`src/rtl/csa_seq_pkg.sv`:
```
// Shared types and helpers for the nibble-serial carry-select adder.
// Provides the FSM state encoding, the slice width and an index-width helper.
package csa_seq_pkg;

  typedef enum logic [1:0] {
    IDLE = 2'd0,
    BUSY = 2'd1,
    DONE = 2'd2
  } state_t;

  localparam int NIB_W = 4;

  // ceil(log2(n)), never less than 1 so a single-nibble
  // build still gets a legal index register.
  function automatic int clog2(input int n);
    int r;
    r = 0;
    while ((1 << r) < n) r++;
    return (r < 1) ? 1 : r;
  endfunction

endpackage

```
`src/rtl/csa_nibble_seq_adder_csa_4bit.sv`:
```
// CSA_4bit: 4-bit carry-select adder slice (two 2-bit halves).
// Ports: a, b, cin in; sum, cout out. Purely combinational.
module CSA_4bit (
  input  logic [3:0] a,
  input  logic [3:0] b,
  input  logic       cin,
  output logic [3:0] sum,
  output logic       cout
);

  logic [2:0] lo;
  logic [2:0] hi0;
  logic [2:0] hi1;
  logic [2:0] hi;

  // Upper half is precomputed for both carries and
  // selected once the lower half's carry resolves.
  assign lo  = {1'b0, a[1:0]} + {1'b0, b[1:0]} + {2'b00, cin};
  assign hi0 = {1'b0, a[3:2]} + {1'b0, b[3:2]};
  assign hi1 = {1'b0, a[3:2]} + {1'b0, b[3:2]} + 3'd1;
  assign hi  = lo[2] ? hi1 : hi0;

  assign sum  = {hi[1:0], lo[1:0]};
  assign cout = hi[2];

endmodule

```
`src/rtl/csa_nibble_seq_adder.sv`:
```
// Multi-cycle WIDTH-bit adder: one CSA_4bit slice, one nibble per clock, LSB first.
// Ports: clk, rst_n; in_valid/in_ready/in_a/in_b/in_cin; out_valid/out_ready/
// out_sum/out_cout; busy. CSA_SEQ_OVF_FLAG_EN adds out_ovf (signed overflow).
module csa_nibble_seq_adder
  import csa_seq_pkg::*;
#(
  parameter int WIDTH = 16
) (
  input  logic             clk,
  input  logic             rst_n,
  input  logic             in_valid,
  output logic             in_ready,
  input  logic [WIDTH-1:0] in_a,
  input  logic [WIDTH-1:0] in_b,
  input  logic             in_cin,
  output logic             out_valid,
  input  logic             out_ready,
  output logic [WIDTH-1:0] out_sum,
  output logic             out_cout,
`ifdef CSA_SEQ_OVF_FLAG_EN
  output logic             out_ovf,
`endif
  output logic             busy
);

  localparam int NIB   = WIDTH / NIB_W;
  localparam int IDX_W = clog2(NIB);
  localparam logic [IDX_W-1:0] LAST = IDX_W'(NIB - 1);

  if ((WIDTH % NIB_W) != 0 || WIDTH < NIB_W) begin : g_bad_width
    $error("csa_nibble_seq_adder: WIDTH must be a multiple of 4, >= 4");
  end

  state_t state_q;
  state_t state_d;

  logic [WIDTH-1:0] a_q;
  logic [WIDTH-1:0] b_q;
  logic [WIDTH-1:0] sum_q;
  logic             carry_q;
  logic [IDX_W-1:0] idx_q;

  logic [NIB_W-1:0] sl_a;
  logic [NIB_W-1:0] sl_b;
  logic [NIB_W-1:0] sl_sum;
  logic             sl_cout;

  assign sl_a = a_q[NIB_W*idx_q +: NIB_W];
  assign sl_b = b_q[NIB_W*idx_q +: NIB_W];

  CSA_4bit u_slice (
    .a    (sl_a),
    .b    (sl_b),
    .cin  (carry_q),
    .sum  (sl_sum),
    .cout (sl_cout)
  );

  always_ff @(posedge clk or negedge rst_n) begin
    if (!rst_n) begin
      state_q <= IDLE;
    end else begin
      state_q <= state_d;
    end
  end

  always_comb begin
    state_d = state_q;
    unique case (state_q)
      IDLE: if (in_valid) state_d = BUSY;
      BUSY: if (idx_q == LAST) state_d = DONE;
      DONE: if (out_ready) state_d = IDLE;
      default: state_d = IDLE;
    endcase
  end

  always_ff @(posedge clk or negedge rst_n) begin
    if (!rst_n) begin
      a_q     <= '0;
      b_q     <= '0;
      sum_q   <= '0;
      carry_q <= 1'b0;
      idx_q   <= '0;
    end else begin
      unique case (state_q)
        IDLE: begin
          if (in_valid) begin
            a_q     <= in_a;
            b_q     <= in_b;
            sum_q   <= '0;
            carry_q <= in_cin;
            idx_q   <= '0;
          end
        end
        BUSY: begin
          sum_q[NIB_W*idx_q +: NIB_W] <= sl_sum;
          carry_q <= sl_cout;
          idx_q   <= idx_q + 1'b1;
        end
        default: ;
      endcase
    end
  end

  assign in_ready  = (state_q == IDLE);
  assign out_valid = (state_q == DONE);
  assign busy      = (state_q != IDLE);
  assign out_sum   = sum_q;
  assign out_cout  = carry_q;

`ifdef CSA_SEQ_OVF_FLAG_EN
  // Same-sign operands whose result sign differs.
  assign out_ovf = (state_q == DONE)
                && (a_q[WIDTH-1] == b_q[WIDTH-1])
                && (sum_q[WIDTH-1] != a_q[WIDTH-1]);
`endif

endmodule

```
`config.mk`:
```
export PLATFORM = sky130hd
export DESIGN_NAME = csa_nibble_seq_adder
export DESIGN_NICKNAME = d
export VERILOG_FILES = /design/src/rtl/csa_seq_pkg.sv /design/src/rtl/csa_nibble_seq_adder_csa_4bit.sv /design/src/rtl/csa_nibble_seq_adder.sv
export SDC_FILE = /design/constraint.sdc
export NUM_CORES = 1
export LEC_CHECK = 0
export ABC_AREA = 1
export CAP_MARGIN = 25
export CORE_MARGIN = 2
export CORE_UTILIZATION = 40
export DETAILED_ROUTE_END_ITERATION = 6
export PLACE_DENSITY = 0.68
export SLEW_MARGIN = 20
export SYNTH_ARGS = -nofsm -noshare
export SYNTH_HDL_FRONTEND = slang
export SYNTH_SLANG_ARGS = --single-unit
```
`constraint.sdc`:
```
create_clock -name clk -period 2.22 [get_ports clk]
set_input_delay 0.333 -clock clk [delete_from_list [all_inputs] [get_ports clk]]
set_output_delay 0.333 -clock clk [all_outputs]
set_load 0.02 [all_outputs]
```
After elaboration in Yosys (flattened, before gate mapping) --
Cells that the tools add are included.
Cells by class: add/sub/neg operators 6, equality and inequality tests 6, shift-type cells 4, multiplexer cells 12, reduce and logical (&&, ||, !) cells 6
Operator list (number):
- negator 4 -> 34 bit | 1
- variable shift 4 x 34 -> 16 bit (first input constant) | 1
- indexed part select 4 x 34 -> 16 bit | 1
- one-hot mux 16 bit (2 select lines) | 1
- indexed part select 16 x 5 -> 4 bit | 2
- bitwise mux 16 bit | 1
- 2-to-1 mux 16 bit | 1
- 2-to-1 mux 2 bit | 4
- adder 2 x 2 -> 3 bit | 2
- one-hot mux 2 bit (3 select lines) | 1
- == test 2 bit (second input constant) | 2
- != test 2 bit (second input constant) | 2
- one-hot mux 2 bit (2 select lines) | 1
- AND reduction 2 bit | 2
- nonzero test 2 bit | 2
- adder 3 x 1 -> 3 bit | 1
- adder 3 x 1 -> 3 bit (second input constant) | 1
- 2-to-1 mux 3 bit | 1
- AND reduction 3 bit | 1
- adder 2 x 1 -> 2 bit (second input constant) | 1
- == test 2 x 1 -> 1 bit (second input constant) | 1
- zero test 2 bit | 1
- != test 2 x 1 -> 1 bit (second input constant) | 1
- one-hot mux 1 bit (2 select lines) | 1
- 2-to-1 mux 1 bit | 1
Word-level totals: bits in registers 53, input bits 37, output and inout port bits 20, word-level logic and storage cells 40

Logic depth before layout (Yosys ltp) --
Gate-level depths: netlist of the first run.
depth in word-level cells 7, mapped depth 15, depth with buffers taken out 14

Modules after synthesis --
Synthesis of the first run repeated with hierarchy kept, for this count alone.
Second synthesis, totals: cell total of the unflattened synthesis 324, area, all modules 2615.0 µm²
By module, submodules not included:
- csa_nibble_seq_adder | instances 1, cells each 304, area an instance 2466.1 µm², sequential area each 1326.3 µm²
- CSA_4bit | instances 1, cells each 20, area an instance 148.9 µm², sequential area each 0.0 µm²

Least setup slack after synthesis of the first run --
No wires, ideal clock.
kind flip-flop to flip-flop, from register idx_q[0], to register sum_q[11], in the netlist out_sum[11], library setup time 0.117 ns, arrival time 2.248 ns, required time 2.103 ns, slack -0.145 ns, cell stages (with the launch flop) 16, path buffers 1, clock period less this slack 2.365 ns, cells stage by stage dfrtp_1 -> inv_1 -> clkbuf_1 -> nor2_1 -> o22ai_1 -> ha_1 -> inv_1 -> fa_1 -> inv_1 -> ha_1 -> inv_1 -> nand2_1 -> nand2_1 -> nor2_1 -> nand2_1 -> nand2_1
On the way: longest elaborated chain between the ends 7, elaborated cells between the ends (all ways) 12, classes of those cells add/sub: 5; shift: 4; mux: 3
Ends and longest elaborated chain:
- from (decl) | RTL line csa_nibble_seq_adder.sv:41 | logic [IDX_W-1:0] idx_q;
- from (signal assigned) | RTL line csa_nibble_seq_adder.sv:98 | idx_q <= idx_q + 1'b1;
- indexed part select 16 x 5 -> 4 bit (on tied branches) | RTL line csa_nibble_seq_adder.sv:48, csa_nibble_seq_adder.sv:49
- adder 2 x 2 -> 3 bit (on tied branches) | RTL line csa_nibble_seq_adder_csa_4bit.sv:19, csa_nibble_seq_adder_csa_4bit.sv:20, csa_nibble_seq_adder_csa_4bit.sv:18
- adder 3 x 1 -> 3 bit (on tied branches) | RTL line csa_nibble_seq_adder_csa_4bit.sv:20, csa_nibble_seq_adder_csa_4bit.sv:18
- 2-to-1 mux 3 bit | RTL line csa_nibble_seq_adder_csa_4bit.sv:21 | assign hi = lo[2] ? hi1 : hi0;
- indexed part select 4 x 34 -> 16 bit | RTL line csa_nibble_seq_adder.sv:96 | sum_q[NIB_W*idx_q +: NIB_W] <= sl_sum;
- bitwise mux 16 bit (*) | RTL line csa_nibble_seq_adder.sv:96
- one-hot mux 16 bit (2 select lines) (*) | RTL line csa_nibble_seq_adder.sv:85 | unique case (state_q)
- to (signal, indexed assignment) | RTL line csa_nibble_seq_adder.sv:96
- to (decl) | RTL line csa_nibble_seq_adder.sv:39 | logic [WIDTH-1:0] sum_q;
Mark *: on every way between the ends. The rest lies on a longest branch, timed or not. A chain may end at the register's enable or synchronous reset.

Final worst setup path of the first run --
Same ends and word-level chain as after synthesis.

==> results of run 1 <==
through the flow:
step	cell area [sq um]	cells
after floorplan	2600	326
after CTS	3420	471
after global placement	3290	461
final	3500	476
after detailed placement	3290	461
after global routing	3500	476
layout by cell type, fill, tap and decap left out:
master and instances:
nand2_1 148, clkdlybuf4s50_1 55, dfrtp_1 52, nand3_1 32, buf_4 18, nor2_1 13, inv_1 12, o21ai_0 9
o21ai_1 7, ha_1 7, nand2_2 6, inv_2 5, clkbuf_8 5, nor2_2 4, o21ai_2 3, buf_6 3
o22ai_1 2, o22ai_2 2, nand3_2 2, fa_2 2, clkbuf_1 2, inv_4 1, nor2_4 1, clkinv_2 1
nand4_1 1, o31ai_1 1, fa_1 1, clkinvlp_4 1, dfrtp_2 1, buf_2 1, buf_12 1
per-layer routing:
layer / track usage / wire, um / vias up
li1: - / - / 1172
met5: 0 / 0 / -
met2: 0.276 / 2710 / 53
met3: 0.0334 / 227 / 9
met4: 0.0476 / 77 / 0
met1: 0.221 / 2700 / 1067
power groups by stage:
stage	Combinational, mW	Clock (mW)	Sequential [mW]
2_1_floorplan	1.96	0	1.79
4_1_cts	3.27	0.543	1.70
3_3_place_gp	3.03	0	1.70
5_1_grt	3.96	0.589	1.77
3_5_place_dp	3.10	0	1.71
6_report	3.52	0.527	1.71
area by class of cell:
type / instances / share of cell area
well taps: 77 / 0.0276
clock inverters: 1 / 0.00215
flip-flops and latches: 53 / 0.380
inverters: 19 / 0.0215
multi-input cells: 241 / 0.334
clock buffers: 7 / 0.0218
repair buffers: 78 / 0.213
registers in the layout, indices dropped and copies added (netlist names):
name	count
a_q	16
b_q	16
out_sum	16
idx_q	2
state_q	2
out_cout	1
kinds of logic after synthesis:
group / after synthesis / share of synthesized area
simple gates: 207 / 0.325
fa+ha+maj: 10 / 0.0571
flops: 53 / 0.513
buf+inv: 32 / 0.0561
compound gates: 24 / 0.0493
how the worst min path moves through the flow:
stage,start,to,slack [ns]
floorplan,rst_n,a_q[0],0.04
global placement,rst_n,out_sum[14],0.38
detailed placement,rst_n,state_q[1],0.38
CTS,rst_n,state_q[1],0.04
global route,rst_n,out_sum[14],0.06
finish,rst_n,out_sum[14],0.02
what timing repair did:
item | in CTS | in global routing
endpoints found under the setup margin | 10 | 12
buffers inserted | 2 | 5
gates resized for setup | 14 | 18
pin swaps | 3 | 4
gates cloned | 0 | 0
critical path, delay by kind of cell, from the launching register on:
kind | cells | cell delay (ns)
adder cells (fa/ha/maj) | 3 | 0.93
flip-flops | 1 | 0.43
AND/OR/NAND/NOR | 6 | 0.33
buffers and inverters | 4 | 0.30
AO/OA/AOI/OAI | 1 | 0.17
==> results by group, run 1 <==
Detailed routing
  • Post-DRT Antenna Nets: 0
  • Routed len/inst: 12.0 um
  • Residual DRC: 0
  • DRT Wirelength: 5720 um
  • First-pass DRT Iterations: 4
  • Starting DRT DRC Count: 145
  • Total number of vias: 2301
  • Drt via density: 4.83

Worst setup path
  • Flop2flop setup slack: -0.05 ns
  • WS Path Type: reg2reg
  • Reg2Reg Capture Point: out_sum[11]
  • Max stage delay cell, worst path: fa_1
  • CP Capture Point: out_sum[11]
  • CP most frequent cell: nand2_1
  • Worst endpoint required time: 2.42 ns
  • Crit path largest cell delay: 0.50 ns
  • Critical Path End Type: register
  • CP arrival: 2.47 ns
  • CP startpoint: idx_q[0]
  • FF-to-FF path depth: 14
  • R2r startpoint: idx_q[0]
  • Critical Path Source Type: register
  • Crit-path cells: inv_2, nor2_1, o22ai_1, ha_1, inv_1, fa_1, inv_1, ha_1, inv_1, nand2_1, nand2_1, nor2_1, nand2_1, nand2_1
  • Max FO, Critical Path: 8

Run
  • Maxcap violations: 0

Pwr
  • Int Power: 3.17 mW
  • Leakage: 1.76 nW
  • Clock share of power: 0.091
  • Worst VDD drop: 0.000935 V
  • Logic pwr share: 0.612
  • Power Dens Cells: 1650 nW/um^2
  • Sw frac: 0.450
  • Power consumption: 5.76 mW
  • Psw: 2.59 mW
  • Reg power frac: 0.296

Global routing
  • Tot GR Track Use: 0.165
  • Vias in the first global route: 2177
  • First-pass GRT wire length: 9660 um
  • Largest net degree at the start of global routing: 33
  • Antenna violations before repair: 0
  • Total global routing overflow: 0

Logic synthesis
  • Main synth FF type: dfrtp_1
  • Synthesized flop and latch total: 53
  • Synthesized instance count: 326
  • Yosys warnings: 0
  • Yosys cell types: 21
  • Syn Nets: 373
  • Count leader, synth: nand2_1
  • Post-synthesis sequential area ratio: 0.513
  • Area leader, netlist: dfrtp_1
  • Syn_area_per_cell: 7.93 sq um
  • Cell area after synthesis: 2590 sq um
  • Top post-synthesis cells by count: nand2_1 (151), dfrtp_1 (53), nand3_1 (34)
  • Top cells by area, synth: dfrtp_1 (51%), nand2_1 (22%), nand3_1 (6.6%)
  • Yosys top cell area share: 0.513
  • Fraction of registers with async set/reset: 1.00
  • Post-synth EDFFs: 0

STA
  • Worst-Margin Slew: 0.611 ns
  • Unrepaired setup endpoints after global routing: yes
  • Final count of negative-setup-slack endpoints: 4
  • Slew HR: 0.593
  • WHS: 0.0248 ns
  • Count of pins over their slew limit: 0
  • Clk_skew: 0.00852 ns
  • Hold Violations, Final: 0
  • Achievable Freq: 441 MHz
  • Setup TNS: -0.0938 ns
  • Period Utilization, post-route: 1.02
  • Shortest period the worst path allows: 2.27 ns
  • Final worst slack: -0.0470 ns

Final layout
  • Antenna diodes: 0
  • FF/Latch Area: 1330 sq um
  • Final net count: 445
  • Footprint of the multi-input gates: 1170 sq um
  • Area Overhead vs Synth: 35.2%
  • Fillers: 609
  • Core Util, Final: 0.554
  • Layout cells sized above 1: 0.143

Clock network
  • CTS tree: yes
  • Root Buffer: clkbuf_8
  • Clk pin slew, worst setup/hold paths: 0.09 ns
  • Worst-Skew Late Latency: 0.31 ns
  • # H-tree levels: 2
  • Hold_buf cts: 0
  • Num CTS Buffers: 5
  • Clk buf depth: 2
  • Sinks on the clock net: 53

Run status
  • Violated checks: setup timing
  • Status: finished with violations

Floorplan
  • DIE WIDTH: 84.4 um
  • Die area: 7130 sq um
  • Die H: 84.4 um
  • Initial core utilization: 0.410
  • IO Count: 57
  • Cell row count: 29
  • Core Box Area: 6310 sq um

Placed design
  • IO Port Bufs: 56
  • Placement Setup Slack: -0.0987 ns
  • Global placement routability congestion: 0.861
  • Dpl hpwl: 4240 um

Min path
  • HP Class: in2async
(Power assumes the default switching activity.)
==> run 2, diff against run 1 <==
- PLACE_DENSITY: 0.68 -> 0.66
- clock period: 2.22 -> 2.4 ns (I/O delays scaled with it)
==> run 2 against run 1 <==
Compared with the run above: the run now ends clean; first-iteration DRC count shrank 33%; flip-flop and latch count is the same; via count shrank 0.17%; die area is the same; clock skew shrank 0.0032 ns; global-route usage grew 0.23 points; utilization grew 0.42 points; sequential power shrank 8%; hold slack gained 0.023 ns; sequential share of layout area shrank 0.32 points; critical path type unchanged; critical path depth shrank 2.
==> results by group, run 2 (synthesized netlist as in run 1, its figures left out) <==
Run status
  • Status: completed

STA
  • Count of pins over their slew limit: 0
  • Hold Violations, Final: 0
  • WHS: 0.0479 ns
  • Final count of negative-setup-slack endpoints: 0
  • Clk_skew: 0.00537 ns
  • Period Utilization, post-route: 0.978
  • Worst-Margin Slew: 0.588 ns
  • Unrepaired setup endpoints after global routing: yes
  • Shortest period the worst path allows: 2.35 ns
  • Achievable Freq: 426 MHz
  • Slew HR: 0.608

Worst setup path
  • Critical Path Source Type: register
  • Max FO, Critical Path: 8
  • FF-to-FF path depth: 12
  • WS Path Type: reg2reg
  • CP arrival: 2.60 ns
  • Worst endpoint required time: 2.65 ns
  • Critical Path End Type: register

Global routing
  • First-pass GRT wire length: 9780 um
  • Tot GR Track Use: 0.168
  • Met2 GRT Util: 0.277
  • Vias in the first global route: 2203
  • Largest net degree at the start of global routing: 33
  • GR Util met3: 0.0354
  • Antenna violations before repair: 0
  • GRT Max-Usage Layer: met2
  • Met1 usage: 0.226
  • Total global routing overflow: 0

Pwr
  • Power consumption: 5.52 mW
  • Power Dens Cells: 1570 nW/um^2
  • Worst VDD drop: 0.000903 V
  • Leakage: 1.75 nW

Clock network
  • Hold_buf cts: 0
  • Worst-Skew Late Latency: 0.30 ns
  • Num CTS Buffers: 5
  • # H-tree levels: 2
  • Root Buffer: clkbuf_8
  • Clk buf depth: 2
  • Sinks on the clock net: 53
  • CTS tree: yes
  • Clk pin slew, worst setup/hold paths: 0.09 ns

Detailed routing
  • Drt via density: 4.85
  • Residual DRC: 0
  • Starting DRT DRC Count: 97
  • First-pass DRT Iterations: 4
  • Post-DRT Antenna Nets: 0
  • DRT Wirelength: 5970 um
  • Routed len/inst: 12.6 um
  • Total number of vias: 2297

Final layout
  • Layout Cells excl Fill: 474
  • Layout cells sized above 1: 0.149
  • Antenna diodes: 0
  • Final net count: 444
  • Commonest non-fill, non-tap cell in the layout: nand2_1
  • Fillers: 615
  • Area Overhead vs Synth: 36.2%
  • Most frequent cells in the layout: nand2_1 (148), clkdlybuf4s50_1 (55), dfrtp_1 (53)

Placed design
  • IO Port Bufs: 56
  • Placed Instances: 455
  • Dpl hpwl: 4430 um
  • Global placement routability congestion: 0.893

Floorplan
  • Core Box Area: 6310 sq um
  • Die H: 84.4 um
  • Initial core utilization: 0.410
  • IO Count: 57
  • Die area: 7130 sq um
  • Cell row count: 29
  • DIE WIDTH: 84.4 um

Run
  • Maxcap violations: 0

Min path
  • HP Class: in2async
run 2: path summary, 6_finish.rpt:
| path | slack [ns] | endpoint | startpoint |
|---|---|---|---|
| max | 0.05 | out_sum[5] | idx_q[0] |
| min | 0.05 | out_sum[13] | rst_n |
| max reg2reg | 0.05 | out_sum[5] | idx_q[0] |
| min reg2reg | 0.49 | a_q[9] | a_q[9] |
| max in group asynchronous | 1.80 | idx_q[0] | rst_n |
| min in group clk | 0.49 | a_q[9] | a_q[9] |
run 2: per-layer routing:
metal | share of wire | up-vias
met1 | 0.46 | 1065
met4 | 0.0099 | 0
met5 | 0 | -
met3 | 0.047 | 8
li1 | - | 1172
met2 | 0.49 | 52
run 2: stage by stage:
stage | setup slack [ns] | util | TNS, ns | area, sq um
finish | 0.0526 | 0.558 | 0 | 3520
CTS | 0.0244 | 0.529 | 0 | 3340
global route | -0.0468 | 0.558 | -0.162 | 3520
global placement | 0.0254 | 0.514 | 0 | 3250
detailed placement | -0.0330 | 0.514 | -0.0541 | 3250
floorplan | 0.0349 | - | 0 | 2590
run 2: worst max-delay path, stage by stage (launching register included):
cell and delay (ns):
dfrtp_1 0.42, buf_6 0.16, buf_4 0.16, o21ai_2 0.15
o22ai_2 0.10, fa_2 0.37, inv_2 0.06, fa_1 0.43
inv_1 0.08, nand2_2 0.07, nor2_4 0.13, nand2_1 0.07
nand2_1 0.07
run 2: repair_timing:
action,in CTS,in global routing
gates cloned,0,0
buffers inserted,0,12
gates resized for setup,2,40
pin swaps,0,13
setup endpoints to repair,2,12
hold endpoints to repair,0,0
run 2: area by class of cell:
cell class,instances,area (sq um),area share
inverters,19,78.8,0.0224
clock buffers,7,86.3,0.0245
multi-input cells,241,1190,0.339
flip-flops and latches,53,1330,0.377
repair buffers,77,741,0.210
well taps,77,96.3,0.0274
run 2: power breakdown:
group | leakage, nW | switching, mW | total (mW) | internal (mW)
combinational | 1.03 | 1.98 | 3.45 | 1.47
clock | 0.0443 | 0.268 | 0.498 | 0.229
sequential | 0.678 | 0.274 | 1.57 | 1.30
==> run 3, diff against run 2 <==
- PLACE_DENSITY: 0.66 -> 0.65
- SYNTH_HIERARCHICAL: default -> 1
==> run 3 against run 2 <==
Compared with the run above: the run now ends with setup timing left; critical path type unchanged; clock power increased by 19%; clock skew increased by 0.0047 ns; hold slack better by 0.0090 ns; largest cell class unchanged; synthesized area grew 1.1%; worst setup slack worse by 0.075 ns; largest power group unchanged; sequential share of layout area grew 0.97 points; maximum frequency down 3.1%.
==> results by group, run 3 <==
Run status
  • Status: finished with violations
  • Violated checks: setup timing

Placed design
  • Dpl cell area: 3290 sq um
  • IO Port Bufs: 56
  • Global placement routability congestion: 0.932
  • Placed Instances: 455
  • Dpl hpwl: 4250 um
  • Placement Setup Slack: -0.0827 ns

Pwr
  • Reg power frac: 0.305
  • Power Dens Cells: 1460 nW/um^2
  • Worst VDD drop: 0.000788 V
  • Psw: 2.27 mW
  • Power consumption: 5.03 mW
  • Clock share of power: 0.118
  • Logic pwr share: 0.576
  • Leakage: 1.70 nW
  • Int Power: 2.76 mW
  • Sw frac: 0.451

STA
  • Final worst slack: -0.0220 ns
  • Setup TNS: -0.0419 ns
  • Count of pins over their slew limit: 0
  • Shortest period the worst path allows: 2.42 ns
  • Unrepaired setup endpoints after global routing: yes
  • WHS: 0.0569 ns
  • Clk_skew: 0.0101 ns
  • Achievable Freq: 413 MHz
  • Final count of negative-setup-slack endpoints: 2
  • Hold Violations, Final: 0
  • Slew HR: 0.572
  • Period Utilization, post-route: 1.01
  • Worst-Margin Slew: 0.641 ns

Logic synthesis
  • Top post-synthesis cells by count: nand2_1 (118), dfrtp_1 (53), inv_1 (25), nand3_1 (25), o21ai_0 (25)
  • Post-synth EDFFs: 0
  • Count leader, synth: nand2_1
  • Synthesized instance count: 324
  • Yosys warnings: 6
  • Post-synthesis sequential area ratio: 0.507
  • Synthesized flop and latch total: 53
  • Yosys cell types: 25
  • Syn_area_per_cell: 8.07 sq um
  • Top cells by area, synth: dfrtp_1 (51%), nand2_1 (17%), nand3_1 (4.8%)
  • Area leader, netlist: dfrtp_1
  • Fraction of registers with async set/reset: 1.00
  • Main synth FF type: dfrtp_1
  • Cell area after synthesis: 2620 sq um
  • Yosys top cell area share: 0.507
  • Syn Nets: 372

Worst setup path
  • Max stage delay cell, worst path: dfrtp_2
  • Flop2flop setup slack: -0.02 ns
  • Crit-path cells: buf_4, o21ai_2, nand2_1, ha_2, fa_1, ha_1, nand2_1, o21ai_2, inv_1, nor2_2, nand2_1, o21ai_1
  • Buf/Inv on CP: 2
  • CP arrival: 2.65 ns
  • CP most frequent cell: nand2_1
  • Critical Path End Type: register
  • FF-to-FF path depth: 12
  • Critical Path Source Type: register
  • Crit path largest cell delay: 0.51 ns
  • Reg2Reg Capture Point: out_sum[7]
  • Critical path depth in cells: 12
  • R2r startpoint: idx_q[0]
  • WS Path Type: reg2reg
  • CP delay by family, top: adder cells
  • Max FO, Critical Path: 6
  • Worst endpoint required time: 2.63 ns

Clock network
  • CTS tree: yes
  • Sinks on the clock net: 53
  • Num CTS Buffers: 5
  • Root Buffer: clkbuf_8
  • Clk buf depth: 2
  • Setup Buffers After CTS: 0
  • Clk pin slew, worst setup/hold paths: 0.10 ns
  • Hold_buf cts: 0
  • # H-tree levels: 2
  • Worst-Skew Late Latency: 0.31 ns

Floorplan
  • Cell row count: 29
  • Die area: 7200 sq um
  • IO Count: 57
  • Die H: 84.9 um
  • Initial core utilization: 0.412
  • Core Box Area: 6350 sq um
  • DIE WIDTH: 84.9 um

Detailed routing
  • Starting DRT DRC Count: 82
  • Post-DRT Antenna Nets: 0
  • Routed len/inst: 12.3 um
  • Total number of vias: 2236
  • Drt via density: 4.81
  • Residual DRC: 0
  • DRT Wirelength: 5740 um
  • First-pass DRT Iterations: 4

Final layout
  • Layout cells sized above 1: 0.0928
  • Layout Cells excl Fill: 465
  • Final net count: 435
  • Commonest non-fill, non-tap cell in the layout: nand2_1
  • Antenna diodes: 0
  • Most frequent cells in the layout: nand2_1 (118), clkdlybuf4s50_1 (55), dfrtp_1 (52)
  • Post-route cell area: 3440 sq um
  • Area Overhead vs Synth: 31.4%
  • Core Util, Final: 0.541

Global routing
  • Tot GR Track Use: 0.161
  • Largest net degree at the start of global routing: 42
  • Antenna violations before repair: 0
  • First-pass GRT wire length: 9300 um
  • Vias in the first global route: 2085
  • Total global routing overflow: 0

Min path
  • HP Class: in2async

Run
  • Maxcap violations: 0
==> run 3: changes by cell type after synthesis, sizes merged, moves of 8 or more <==
cell   delta
inv      +10
o21ai    +15
a21oi     +8
nor2      +9
nand2    -35
nand3     -9
==> run 3: power groups by stage <==
stage | logic [mW] | clock network, mW | registers [mW]
global placement | 2.62 | 0 | 1.53
global route | 3.24 | 0.641 | 1.58
floorplan | 1.78 | 0 | 1.60
finish | 2.90 | 0.595 | 1.53
CTS | 2.82 | 0.610 | 1.53
detailed placement | 2.69 | 0 | 1.54
==> run 3: what timing repair did <==
| item | CTS | global route |
|---|---|---|
| gates resized for setup | 11 | 5 |
| endpoints found under the hold margin | 0 | 0 |
| endpoints found under the setup margin | 3 | 9 |
| cloned | 0 | 2 |
| pin swaps | 2 | 3 |
==> run 3: metal layers <==
layer,routed length (um),vias to the layer above,track usage
met1,2650,1011,0.202
met2,2770,55,0.281
met3,222,11,0.0272
met4,102,0,0.0577
met5,0,-,0
li1,-,1159,-
==> run 3: worst max path at each step <==
stage,endpoint,slack [ns],startpoint
after floorplan,out_sum[7],0.003,idx_q[0]
after global placement,out_sum[15],-0.01,idx_q[0]
after detailed placement,out_sum[15],-0.08,idx_q[0]
after CTS,out_sum[7],-0.004,idx_q[0]
after global routing,out_sum[15],-0.14,idx_q[0]
final,out_sum[7],-0.02,idx_q[0]
==> run 3: cells by family after synthesis <==
group	after synthesis	synth area share
compound gates	46	0.0914
fa+ha+maj	11	0.0612
buf+inv	40	0.0679
simple gates	173	0.269
xor+xnor	1	0.00335
flops	53	0.507
==> run 3: layout make-up <==
class	count	area (sq um)
multi-input combinational	231	1140
timing repair inverter	2	12.5
sequential	53	1330
timing repair buffer	66	643
fill	577	2910
inverter	28	114
clock inverter	2	35.0
tap	77	96.3
clock buffer	6	72.6
